$ cat src/rtl/code_lock_ctrl.sv
// Keypad code-lock sequencer: collects a 3-digit BCD code, compares it against a
// stored code, and handles open/fail/lockout timing and code reprogramming.
module code_lock_ctrl #(
  parameter logic [11:0] DEFAULT_CODE   = 12'h123,
  parameter int unsigned MAX_TRIES      = 6,
  parameter int unsigned UNLOCK_CYCLES  = 50_000_000,
  parameter int unsigned FAIL_CYCLES    = 25_000_000,
  parameter int unsigned LOCKOUT_CYCLES = 500_000_000
) (
  input  logic        clk,
  input  logic        rst_n,
  input  logic        digit_valid,
  input  logic [3:0]  digit,
  input  logic        enter,
  input  logic        clear,
  input  logic        set_req,
  output logic [11:0] display,
  output logic [1:0]  digit_cnt,
  output logic        unlocked,
  output logic        error,
  output logic        locked_out,
  output logic        set_active,
  output logic [2:0]  tries
);

  typedef enum logic [2:0] {
    ST_ENTRY,
    ST_CHECK,
    ST_OPEN,
    ST_FAIL,
    ST_LOCKOUT,
    ST_SETCODE
  } state_t;

  localparam logic [31:0] UNLOCK_LAST  = 32'(UNLOCK_CYCLES - 1);
  localparam logic [31:0] FAIL_LAST    = 32'(FAIL_CYCLES - 1);
  localparam logic [31:0] LOCKOUT_LAST = 32'(LOCKOUT_CYCLES - 1);
  localparam logic [2:0]  MAX_T        = 3'(MAX_TRIES);
  localparam logic [11:0] BLANK        = 12'hFFF;

  state_t      state_q, state_d;
  logic [11:0] display_q, display_d;
  logic [1:0]  cnt_q, cnt_d;
  logic [11:0] code_q, code_d;
  logic [2:0]  tries_q, tries_d;
  logic [31:0] timer_q, timer_d;
  logic        digit_ok;

  always_ff @(posedge clk or negedge rst_n) begin
    if (!rst_n) begin
      state_q   <= ST_ENTRY;
      display_q <= BLANK;
      cnt_q     <= 2'd0;
      code_q    <= DEFAULT_CODE;
      tries_q   <= 3'd0;
      timer_q   <= 32'd0;
    end else begin
      state_q   <= state_d;
      display_q <= display_d;
      cnt_q     <= cnt_d;
      code_q    <= code_d;
      tries_q   <= tries_d;
      timer_q   <= timer_d;
    end
  end

  // A digit only counts when it is a real BCD value and there is room for it.
  assign digit_ok = digit_valid && (digit <= 4'd9) && (cnt_q != 2'd3);

  always_comb begin
    state_d   = state_q;
    display_d = display_q;
    cnt_d     = cnt_q;
    code_d    = code_q;
    tries_d   = tries_q;
    timer_d   = timer_q;
    case (state_q)
      ST_ENTRY, ST_SETCODE: begin
        if (clear) begin
          state_d   = ST_ENTRY;
          display_d = BLANK;
          cnt_d     = 2'd0;
        end else if (enter) begin
          if (cnt_q == 2'd3) begin
            if (state_q == ST_ENTRY) begin
              state_d = ST_CHECK;
            end else begin
              code_d    = display_q;
              state_d   = ST_ENTRY;
              display_d = BLANK;
              cnt_d     = 2'd0;
            end
          end
        end else if (digit_ok) begin
          display_d = {display_q[7:0], digit};
          cnt_d     = cnt_q + 2'd1;
        end
      end
      ST_CHECK: begin
        if (display_q == code_q) begin
          state_d = ST_OPEN;
          tries_d = 3'd0;
        end else if (tries_q + 3'd1 == MAX_T) begin
          state_d = ST_LOCKOUT;
          tries_d = MAX_T;
        end else begin
          state_d = ST_FAIL;
          tries_d = tries_q + 3'd1;
        end
      end
      ST_OPEN: begin
        timer_d = timer_q + 32'd1;
        if (set_req) begin
          state_d   = ST_SETCODE;
          display_d = BLANK;
          cnt_d     = 2'd0;
        end else if (timer_q == UNLOCK_LAST) begin
          state_d   = ST_ENTRY;
          display_d = BLANK;
          cnt_d     = 2'd0;
        end
      end
      ST_FAIL: begin
        timer_d = timer_q + 32'd1;
        if (timer_q == FAIL_LAST) begin
          state_d   = ST_ENTRY;
          display_d = BLANK;
          cnt_d     = 2'd0;
        end
      end
      ST_LOCKOUT: begin
        timer_d = timer_q + 32'd1;
        if (timer_q == LOCKOUT_LAST) begin
          state_d   = ST_ENTRY;
          display_d = BLANK;
          cnt_d     = 2'd0;
          tries_d   = 3'd0;
        end
      end
      default: state_d = ST_ENTRY;
    endcase
    // Every timed state starts counting from zero.
    if (state_d != state_q) timer_d = 32'd0;
  end

  assign display    = display_q;
  assign digit_cnt  = cnt_q;
  assign tries      = tries_q;
  assign unlocked   = (state_q == ST_OPEN);
  assign error      = (state_q == ST_FAIL);
  assign locked_out = (state_q == ST_LOCKOUT);
  assign set_active = (state_q == ST_SETCODE);

endmodule

$ cat config.mk
export PLATFORM = sky130hd
export DESIGN_NAME = code_lock_ctrl
export DESIGN_NICKNAME = d
export VERILOG_FILES = /design/src/rtl/code_lock_ctrl.sv
export SDC_FILE = /design/constraint.sdc
export NUM_CORES = 1
export LEC_CHECK = 0
export CORE_MARGIN = 2
export CORE_UTILIZATION = 57
export DETAILED_ROUTE_END_ITERATION = 8
export DONT_BUFFER_PORTS = 1
export PLACE_DENSITY = 0.82
export SYNTH_ARGS = -nofsm -noshare
export SYNTH_HDL_FRONTEND = slang
export SYNTH_SLANG_ARGS = --single-unit
$ cat constraint.sdc
create_clock -name clk -period 2.8 [get_ports clk]
set_clock_uncertainty 0.1 [all_clocks]
set_input_delay 0.56 -clock clk [delete_from_list [all_inputs] [get_ports clk]]
set_output_delay 0.56 -clock clk [all_outputs]
set_load 0.02 [all_outputs]
==> impl_metrics.yaml <==
synth:
  synth.cells.most_frequent: "48 x dfrtp_1, 32 x nor2_1, 29 x nor2_2, 26 x xnor2_1, 21 x inv_1"
  synth_largest_area_cell: "dfrtp_1"
  dominantRegCellSynth: "dfrtp_1"
  synthesis.yosys.warnings: 0
  part_of_the_yosys_area_used_for_sequential_elements_pct: 45.1
  avgSynthCellArea_sq_um: 10.2
  synth.most_common_cell: "dfrtp_1"
  synthCells: 354
  syn_nets: 368
  ys_seq_elements: 64
  netlist_top_cells_area: "dfrtp_1 33%, dfstp_2 12%, xnor2_1 6.3%, nor2_2 5.0%, mux2_2 4.4%"
  area_share_of_the_largest_cell_type_after_synthesis_pct: 33.4
  mappedNetlistArea_sq_um: 3600
  netlist-cell-type-count: 55
  synth_enable_flop_cells: 0
  ys_async_sr_fraction_pct: 100
route:
  drc: 0
  route.detailed.wl_per_inst_microns: 16.0
  detail_route.first_pass.iterations: 4
  detailedRoute.firstIterationViolations: 209
  routed_via_density: 5.79
  wirelength_mm: 7.20
  dr_vias: 2607
  drt.antenna.violating_nets: 0
critical_path:
  flop_to_flop_setup_slack_ns: 0.05
  cp_data_required_time_ns: 2.93
  critical_path_arrival_ns: 2.89
  crit-reg2reg-capture: "timer_q[21]"
  rr_worst_depth: 7
  regToRegStartpoint: "timer_q[9]"
  worstSetupPathType: "reg -> reg"
  crit_fanout: 12
  crit_path_end_kind: "flop"
  setup.worst_path.start_class: "flop"
die:
  start_util_pct: 59.7
  fp-row-count: 28
  design.portCount: 31
  design.die.area_sq_um: 6960
  chipHeight_microns: 83.4
  die_x_microns: 83.4
  core-area_sq_um: 6030
global_route:
  grt_usage_pct: 22.4
  largest_net_degree_at_the_start_of_global_routing: 65
  antenna_found_initial: 0
  grt_first_pass_wirelength_mm: 12.5
  gr-total-overflow: 0
  first_global_vias: 2581
placement:
  dp_hpwl_mm: 5.09
  port_buffers: 0
  gpl.final_weighted_congestion: 0.923
  place_inst: 432
clock_tree:
  clkSinkCount: 64
  clkSlewWorstSetupHoldPaths_ns: 0.07
  cts_buf_count: 9
  worst_skew_pair.late_latency_ns: 0.35
  post_cts_buffers: 0
  cts.path.max_buffers: 2
  tritoncts: "yes"
  htree_levels: 3
  ctsRootBufferMaster: "clkbuf_8"
pwr:
  power_per_standard_cell_area_nw_per_um2: 800
  fin_total_pwr_mw: 3.22
  vdd_drop_max_v: 0.000507
  p_leak_nw: 1.74
sta:
  finalCriticalPeriod_ns: 2.75
  rsz0062_at_grt: "yes"
  fin_worst_hold_slack_ns: 0.262
  setup_viol: 0
  hold_viol_final: 0
  fmax_mhz: 363
  tightestPinTransition_ns: 0.451
  drv_slew: 0
  fin_crit_sh_pct: 98.3
  worst_rel_slew_slack_pct: 69.5
finish:
  area_delta_synth_final_pct: 11.9
  final_net_count: 384
  drive_above_1_share_pct: 27.2
  insertedDiodeCount: 0
  fin_cells: 450
min_path:
  timing.hold.worst.class: "in -> reg"
  hold_start: "set_req"
  hold_depth: 2
  worst_hold_path_endpoint: "state_q[0]"
outcome:
  outcome: "finished, final reports clean"
flow_run:
  max_cap_viols: 0
placed cells by master, fill, tap and decap left out, types with 3 or more instances in the layout:
master    count
nand2_1      20
or3_1         4
nor3_1       10
a21oi_1       3
o21ai_0       4
dfrtp_1      48
xnor2_1      26
nand2b_1      4
xor2_1       17
or4_4         3
mux2_2       14
ha_1          4
inv_1        21
buf_4        12
clkbuf_8     12
nand4_1      14
nor2_2       29
mux2i_1      13
nand3_1      15
nor2_1       32
dfstp_2      16
and3_1        4
buf_12        3
final cells by class:
class                      count  area (sq um)
tap                           75          93.8
clock buffer                  12           165
timing repair buffer          18           199
clock inverter                 4          51.3
multi-input combinational    256          1810
fill                         467          2000
sequential                    64          1620
inverter                      21          78.8
critical path, cell delays in order, from the launching register on:
cell      delay [ns]
dfrtp_1         0.38
or4_4           0.53
or4_4           0.46
or4_4           0.56
a31oi_4         0.18
o21bai_4        0.19
buf_12          0.19
nor2_2          0.05
cell families after synthesis:
| family | share of synthesized area (%) |
|---|---|
| simple gates | 24.1 |
| flops | 45.1 |
| xor+xnor | 10.5 |
| buf+inv | 5.39 |
| mux | 8.00 |
| compound gates | 5.53 |
| fa+ha+maj | 1.39 |
stage by stage:
stage / cell area, sq um / setup slack (ns) / TNS (ns) / utilization (%)
floorplan: 3600 / 0.0905 / 0 / -
global route: 4020 / -0.0133 / -0.142 / 66.8
detailed placement: 3730 / -0.000615 / -0.000615 / 62.0
CTS: 3990 / 0.00789 / 0 / 66.2
finish: 4020 / 0.0464 / 0 / 66.8
global placement: 3730 / 0.104 / 0 / 62.0
state kept, by name, summed over array words and instances (netlist names):
register	cells
tries	3
timer_q	32
code_q	12
digit_cnt	2
display	12
state_q	3
worst max-delay path by stage:
stage	from	end	depth (start not counted)
floorplan	timer_q[9]	digit_cnt[0]	7
detailed placement	timer_q[9]	digit_cnt[1]	6
CTS	timer_q[9]	digit_cnt[1]	6
global placement	timer_q[9]	digit_cnt[0]	6
global route	timer_q[9]	timer_q[9]	7
finish	timer_q[9]	timer_q[21]	7
power by group:
part | internal (mW) | total, mW | switching, mW
clock network | 0.484 | 0.842 | 0.358
logic | 0.504 | 1.14 | 0.634
registers | 1.05 | 1.24 | 0.191
total | 2.04 | 3.22 | 1.18
repair_timing:
action | 4_1_cts | 5_1_grt
endpoints found under the setup margin | 0 | 46
gates resized for setup | 0 | 6
hold buffers | 2 | 0
hold endpoints to repair | 64 | 0
layer usage:
metal	global-route usage, %	vias up	share of wire (%)
li1	-	1247	-
met1	30.7	1277	45
met2	34.0	67	48
met3	5.77	16	5.2
met4	9.38	0	2.0
met5	0	-	0
Note: power is estimated with default switching activity, not from simulation.
